[config.mk]
export PLATFORM = sky130hd
export DESIGN_NAME = ristretto_fetch_unit
export DESIGN_NICKNAME = d
export VERILOG_FILES = /design/src/rtl/ristretto_if_stage_pkg.sv /design/src/rtl/ristretto_fetch_unit.sv
export SDC_FILE = /design/constraint.sdc
export NUM_CORES = 1
export LEC_CHECK = 0
export BUFFER_PORTS_ARGS = -buffer_cell sky130_fd_sc_hd__buf_2
export CORE_MARGIN = 1.5
export CORE_UTILIZATION = 35
export CTS_BUF_LIST = sky130_fd_sc_hd__clkbuf_16
export DETAILED_ROUTE_END_ITERATION = 8
export SLEW_MARGIN = 30
export SYNTH_ARGS = -nofsm -noshare
export SYNTH_HDL_FRONTEND = slang
export SYNTH_SLANG_ARGS = --single-unit
[constraint.sdc]
create_clock -name clk_i -period 3.7 [get_ports clk_i]
set_clock_uncertainty 0.2 [all_clocks]
set_input_delay 0.74 -clock clk_i [delete_from_list [all_inputs] [get_ports clk_i]]
set_output_delay 0.74 -clock clk_i [all_outputs]
set_load 0.005 [all_outputs]
[src/rtl/ristretto_if_stage_pkg.sv]
// Shared IF-stage types: the fetch-unit FSM encoding and the PC increment.
package ristretto_if_stage_pkg;

  typedef enum logic [1:0] {
    FU_IDLE,
    FU_REQ,
    FU_WAIT,
    FU_DISCARD
  } fu_state_e;

  localparam int unsigned FU_PC_STEP = 4;

endpackage

[src/rtl/ristretto_fetch_unit.sv]
// Instruction fetch unit: one outstanding req/gnt/rvalid transaction per fetch request,
// PC tracking, redirect handling and discard of stale in-flight responses.
module ristretto_fetch_unit
  import ristretto_if_stage_pkg::*;
#(
  parameter int unsigned          DataWidth = 32,
  parameter int unsigned          AddrWidth = 32,
  parameter logic [AddrWidth-1:0] ResetPc   = '0
) (
  input  logic                 clk_i,
  input  logic                 rstn_i,
  input  logic                 fu_fetch_i,
  output logic                 fu_busy_o,
  output logic                 fu_new_instr_o,
  output logic [DataWidth-1:0] fu_instr_o,
  output logic [AddrWidth-1:0] fu_current_pc_o,
  input  logic                 fu_redirect_i,
  input  logic [AddrWidth-1:0] fu_redirect_pc_i,
  output logic                 instr_req_o,
  output logic [AddrWidth-1:0] instr_addr_o,
  input  logic                 instr_gnt_i,
  input  logic                 instr_rvalid_i,
  input  logic [DataWidth-1:0] instr_rdata_i
);

  fu_state_e            state_q, state_d;
  logic [AddrWidth-1:0] pc_q, pc_d;
  logic [AddrWidth-1:0] redir_pc_q, redir_pc_d;
  logic                 flush_q, flush_d;
  logic [DataWidth-1:0] instr_q, instr_d;
  logic                 new_instr_q, new_instr_d;

  logic [AddrWidth-1:0] redir_target;
  logic [AddrWidth-1:0] pc_inc;

  assign redir_target = fu_redirect_pc_i & ~AddrWidth'(3);
  assign pc_inc       = pc_q + AddrWidth'(FU_PC_STEP);

  always_comb begin
    state_d     = state_q;
    pc_d        = pc_q;
    redir_pc_d  = redir_pc_q;
    flush_d     = flush_q;
    instr_d     = instr_q;
    new_instr_d = 1'b0;

    unique case (state_q)
      FU_IDLE: begin
        if (fu_redirect_i) begin
          pc_d = redir_target;
        end else if (fu_fetch_i) begin
          if (instr_gnt_i) begin
            state_d = FU_WAIT;
            pc_d    = pc_inc;
          end else begin
            state_d = FU_REQ;
          end
        end
      end

      FU_REQ: begin
        // The request cannot be withdrawn, so a redirect here is remembered and
        // the response of the already-issued request is discarded later.
        if (instr_gnt_i) begin
          if (flush_q || fu_redirect_i) begin
            state_d = FU_DISCARD;
            flush_d = 1'b1;
            pc_d    = fu_redirect_i ? redir_target : redir_pc_q;
          end else begin
            state_d = FU_WAIT;
            pc_d    = pc_inc;
          end
        end else if (fu_redirect_i) begin
          flush_d    = 1'b1;
          redir_pc_d = redir_target;
        end
      end

      FU_WAIT: begin
        if (instr_rvalid_i) begin
          state_d = FU_IDLE;
          if (fu_redirect_i) begin
            pc_d = redir_target;
          end else begin
            instr_d     = instr_rdata_i;
            new_instr_d = 1'b1;
          end
        end else if (fu_redirect_i) begin
          state_d = FU_DISCARD;
          pc_d    = redir_target;
        end
      end

      FU_DISCARD: begin
        if (fu_redirect_i) begin
          pc_d = redir_target;
        end
        if (instr_rvalid_i) begin
          state_d = FU_IDLE;
          flush_d = 1'b0;
        end
      end

      default: state_d = FU_IDLE;
    endcase
  end

  always_ff @(posedge clk_i or negedge rstn_i) begin
    if (!rstn_i) begin
      state_q     <= FU_IDLE;
      pc_q        <= ResetPc;
      redir_pc_q  <= ResetPc;
      flush_q     <= 1'b0;
      instr_q     <= '0;
      new_instr_q <= 1'b0;
    end else begin
      state_q     <= state_d;
      pc_q        <= pc_d;
      redir_pc_q  <= redir_pc_d;
      flush_q     <= flush_d;
      instr_q     <= instr_d;
      new_instr_q <= new_instr_d;
    end
  end

  assign fu_busy_o       = (state_q != FU_IDLE);
  assign instr_req_o     = ((state_q == FU_IDLE) && fu_fetch_i && !fu_redirect_i) ||
                           (state_q == FU_REQ);
  assign instr_addr_o    = pc_q;
  assign fu_current_pc_o = pc_q;
  assign fu_new_instr_o  = new_instr_q;
  assign fu_instr_o      = instr_q;

endmodule

### Word level (Yosys, flattened, before mapping)

Cells that the tools add are included.

* register bits: 100
* bits of input ports: 70
* output and inout bits: 99

* add/sub/neg operators: 1
* eq/ne operators: 13
* muxes and demuxes: 25
* bitwise logic cells: 2
* reductions and logical operators: 14

Operators with widths (number)
* $mux W32: 7
* $pmux W32 S3: 1
* $add A32 B3 Y32 const B: 1
* $ne A3 B3 Y1 const B: 5
* $mux W2: 7
* $mux W1: 8
* $ne A2 B2 Y1 const B: 4
* $pmux W2 S4: 1
* $reduce_and A4 Y1: 2
* $reduce_and A5 Y1: 1
* $eq A2 B2 Y1 const B: 2
* $reduce_bool A2 Y1: 2
* $reduce_and A3 Y1: 1
* $eq A2 B1 Y1 const B: 1
* $logic_and A1 B1 Y1: 2
* $logic_not A2 Y1: 1
* $logic_or A1 B1 Y1: 2
* $ne A2 B1 Y1 const B: 1
* $not A1 Y1: 2
* $pmux W1 S2: 1
* $reduce_and A2 Y1: 1
* $reduce_or A2 Y1: 1
* $logic_not A1 Y1: 1

### Logic depth before layout (Yosys ltp)

* depth in word-level cells: 5
* gate-level depth with buffers: 8

### Worst setup path before layout

OpenSTA, ideal clock, no wires.

* kind: input port to flip-flop
* start: input port fu_redirect_i
* end: register pc_q[22], in the netlist fu_current_pc_o[22]
* library setup time: 0.121 ns
* data arrival time: 1.914 ns
* setup slack: 1.465 ns
* cell stages on the path: 7
* path buffers: 3
* cell sequence: buf_2 > or2_1 > buf_2 > clkbuf_1 > a22oi_1 > o31ai_1 > a22o_1

* cells in the longest elaborated chain, start to end: 4
* elaborated cells between the ends (all ways): 10
* classes of those cells: eq/ne: 3; mux: 5; reduce/logical: 2

RTL lines
* start, declared: line ristretto_fetch_unit.sv:17 `input logic fu_redirect_i,`
* $mux W32 / $logic_or A1 B1 Y1 (equally long branches)
* $mux W32: line ristretto_fetch_unit.sv:65 `if (flush_q || fu_redirect_i) begin`
* $mux W32: line ristretto_fetch_unit.sv:64 `if (instr_gnt_i) begin`
* $pmux W32 S3: line ristretto_fetch_unit.sv:47 `unique case (state_q)`
* end signal, assigned: line ristretto_fetch_unit.sv:111 `pc_q <= ResetPc;`
* end signal, assigned: line ristretto_fetch_unit.sv:118 `pc_q <= pc_d;`
* end, declared: line ristretto_fetch_unit.sv:27 `logic [AddrWidth-1:0] pc_q, pc_d;`

Parallel ways exist; a longest one is shown, timed or not. The select of a mux whose other input is x is not followed.
A chain may end at the register's enable or synchronous reset.

### Worst setup path after layout

* start: register pc_q[2], in the netlist fu_current_pc_o[2]
* end: register pc_q[26], in the netlist fu_current_pc_o[26]

* cells in the longest elaborated chain, start to end: 5
* elaborated cells between the ends (all ways): 7
* classes of those cells: add/sub: 1; mux: 6

RTL lines
* $add A32 B3 Y32 (*): line ristretto_fetch_unit.sv:37 `assign pc_inc = pc_q + AddrWidth'(FU_PC_STEP);`
* $mux W32: line ristretto_fetch_unit.sv:52 `if (instr_gnt_i) begin`
* $mux W32: line ristretto_fetch_unit.sv:51 `end else if (fu_fetch_i) begin`
* $mux W32: line ristretto_fetch_unit.sv:49 `if (fu_redirect_i) begin`
* $pmux W32 S3 (*): line ristretto_fetch_unit.sv:47

Every way passes the cells marked *; elsewhere a longest branch is shown, timed or not. The select of a mux whose other input is x is not followed.

==> run metrics <==
Combinational Power Share=37.5%; gr usage total=18.05%; Core Util, Final=43.72%; Clock Sinks=100; Syn Area/Cell=10.88 sq um; syn_nets=535; final setup fails=0; RSZ-0062 raised after global routing=false; crit share post-route=67.08%; initial DRC count=375; vias in the first global route=4099; CTS H-tree lvls=3; Post-synth EDFFs=0; I/O pins=169; asr flop ratio synth=100.0%; drt wl/cell=16.96 microns; Flop pwr share=44.3%; sw power=1.819 mW; P_int=2.995 mW; clock share of power=18.2%; CTS tree=done; TritonRoute pass-1 iters=5; cell area after synthesis=0.005049 sq mm; Initial Util=36.09%; Post-Route Setup TNS=0 ns; DRC errors left=0; nets@finish=664; VDD IR max=0.3822 mV; first-pass GRT wire length=20.86 mm; clock buffer count from CTS=9; Core Area=0.01399 sq mm; clk slew on worst S/H paths=0.07 ns; Detail Placement HPWL=9.367 mm; number of I/O port buffers=166; CTS root buffer=clkbuf_16; final wirelength=13.20 mm; DIE HEIGHT=123.1 microns; P&R area growth vs syn=21.14%; DR vias=4163; ANT nets after route=0; initial antenna violation count=1; part of the Yosys area used for sequential elements=49.57%; max-slew violations=0; Fin. Hold Viols=0; Post-CTS Hold Buffers=0; Max-slew headroom=54.53%; Worst Setup End Kind=flop; post-DR vias/cell=5.351; Final GP Congestion=0.7712; layout cells sized above 1=44.82%; FILL cells=1362; most frequent cells in the layout=buf_2 (165), dfrtp_1 (100), mux2_2 (62), o21ai_0 (40); Net Sw Frac=37.79%; Post-Syn Instances=464; GR Overflow Total=0; commonest non-fill, non-tap cell in the layout=buf_2; # diodes=0; startpoint types=flop; Hold Path Class=input pin to async pin; largest net degree at the start of global routing=61; crit path kind=flop to flop; synth warn=0; Yosys cell types=52; Fmax=402.9 MHz; leak pwr=2.836 nW; Final Critical Period=2.482 ns; Clock Latency Late Sink=0.35 ns; FF+latch count, synth=100; clk buf depth=2; post-CTS sizing=0; top_reg_cell synth=dfrtp_1; Power Density=787.1 mW/mm^2; crit path DAT=2.56 ns; placed instance area=0.005847 sq mm; status=finished clean; Slew @ Worst Pin=0.6796 ns; Worst Path Required=3.78 ns; final instance area=0.006116 sq mm; crit-path max FO=8; num rows=43; chip width=123.1 microns; max_cap viols=0; Setup Fix Bufs, Post-CTS=0; die area=0.01515 sq mm
## worst max-delay path: stages, from the launching register on
cell and delay [ns]:
dfrtp_1 0.49, ha_1 0.27, nand4_1 0.34, nor4_4 0.58, nand3_1 0.15, o31a_1 0.26
o21ai_1 0.11
## sequential cells by signal (all words and copies together), names as in the netlist
| name | count |
|---|---|
| fu_current_pc_o | 32 |
| fu_instr_o | 32 |
| state_q | 2 |
| fu_new_instr_o | 1 |
| redir_pc_q | 32 |
| flush_q | 1 |
## synthesized netlist by cell type (2+ instances only)
cell | instances | area [sq um]
a21oi_1 | 15 | 75.07
dfrtp_1 | 100 | 2502
clkbuf_1 | 8 | 30.03
nor3_2 | 2 | 20.02
o21ai_1 | 4 | 20.02
o211ai_1 | 3 | 22.52
buf_2 | 17 | 85.08
nand4_2 | 2 | 25.02
buf_4 | 33 | 247.7
a222oi_1 | 7 | 70.07
o31a_1 | 7 | 61.31
o21ai_0 | 40 | 200.2
o22ai_1 | 6 | 37.54
a22o_1 | 5 | 43.79
and3_1 | 4 | 25.02
a31oi_1 | 8 | 50.05
mux2_2 | 62 | 698.2
a22oi_1 | 14 | 105.1
nor2_1 | 24 | 90.09
nand3_1 | 15 | 75.07
inv_1 | 12 | 45.04
and4_1 | 2 | 17.52
nor2b_1 | 2 | 12.51
nor3_1 | 8 | 40.04
o31ai_1 | 3 | 22.52
a221oi_1 | 4 | 35.03
nand4_1 | 7 | 43.79
nand2_1 | 23 | 86.33
a41oi_1 | 2 | 17.52
or2_2 | 2 | 12.51
and4b_1 | 2 | 20.02
## logic make-up (layout without fill, tap and decap cells)
logic type               Yosys count  in the layout  share of synthesized area [%]
multiplexers                      62             62                          13.83
flip-flops                       100            100                          49.57
adder cells (fa/ha/maj)            1              1                         0.2478
AND/OR/NAND/NOR                  105            105                          11.67
AO/OA/AOI/OAI                    126            126                          16.61
buffers and inverters             70            204                          8.079
## power groups by stage
| stage | Combinational [mW] | Clock [mW] | Sequential [mW] |
|---|---|---|---|
| 6_report | 1.80 | 0.877 | 2.13 |
| 5_1_grt | 2.03 | 0.951 | 2.22 |
| 4_1_cts | 1.83 | 0.901 | 2.13 |
| 3_5_place_dp | 1.83 | 0 | 2.14 |
| 3_3_place_gp | 1.79 | 0 | 2.11 |
| 2_1_floorplan | 1.25 | 0 | 2.04 |
## final timing paths
kind / from / endpoint / slack [ns] / cells after the start
hold reg to reg: fu_instr_o[25]$_DFFE_PN0P_ / fu_instr_o[25]$_DFFE_PN0P_ / 0.30 / 1
min in group clk_i: fu_instr_o[25]$_DFFE_PN0P_ / fu_instr_o[25]$_DFFE_PN0P_ / 0.30 / 1
setup / recovery: fu_current_pc_o[2]$_DFFE_PN0P_ / fu_current_pc_o[26]$_DFFE_PN0P_ / 1.22 / 6
max in group asynchronous: rstn_i / fu_instr_o[2]$_DFFE_PN0P_ / 2.41 / 2
hold / removal: rstn_i / fu_current_pc_o[1]$_DFFE_PN0P_ / 0.18 / 1
setup reg to reg: fu_current_pc_o[2]$_DFFE_PN0P_ / fu_current_pc_o[26]$_DFFE_PN0P_ / 1.22 / 6
## routing by layer
layer / vias up / GRT usage, % / share of wire [%]
met1: 2028 / 22.52 / 43
met5: - / 0 / 0.091
li1: 1952 / - / -
met4: 2 / 6.394 / 1.8
met3: 15 / 5.535 / 8.1
met2: 166 / 29.62 / 47
## layout make-up
class                           instances  area [sq um]  share of cell area [%]
Sequential cell                       100          2502                   40.92
Clock buffer                            9         225.2                   3.682
Clock inverter                          7         43.79                  0.7160
Timing Repair Buffer                  176         920.9                   15.06
Inverter                               12         45.04                  0.7365
Tap cell                              180         225.2                   3.682
Multi-Input combinational cell        294          2153                   35.21
## per-stage QoR
stage	total power [mW]	instances	setup WS, ns	hold WS, ns
2_1_floorplan	3.286	464	1.465	0.2444
4_1_cts	4.864	778	1.194	0.1934
3_3_place_gp	3.903	762	1.048	0.2776
6_report	4.814	778	1.218	0.1824
3_5_place_dp	3.970	762	1.010	0.2903
5_1_grt	5.204	778	1.024	0.2230
Power figures use the tool's default switching activity.
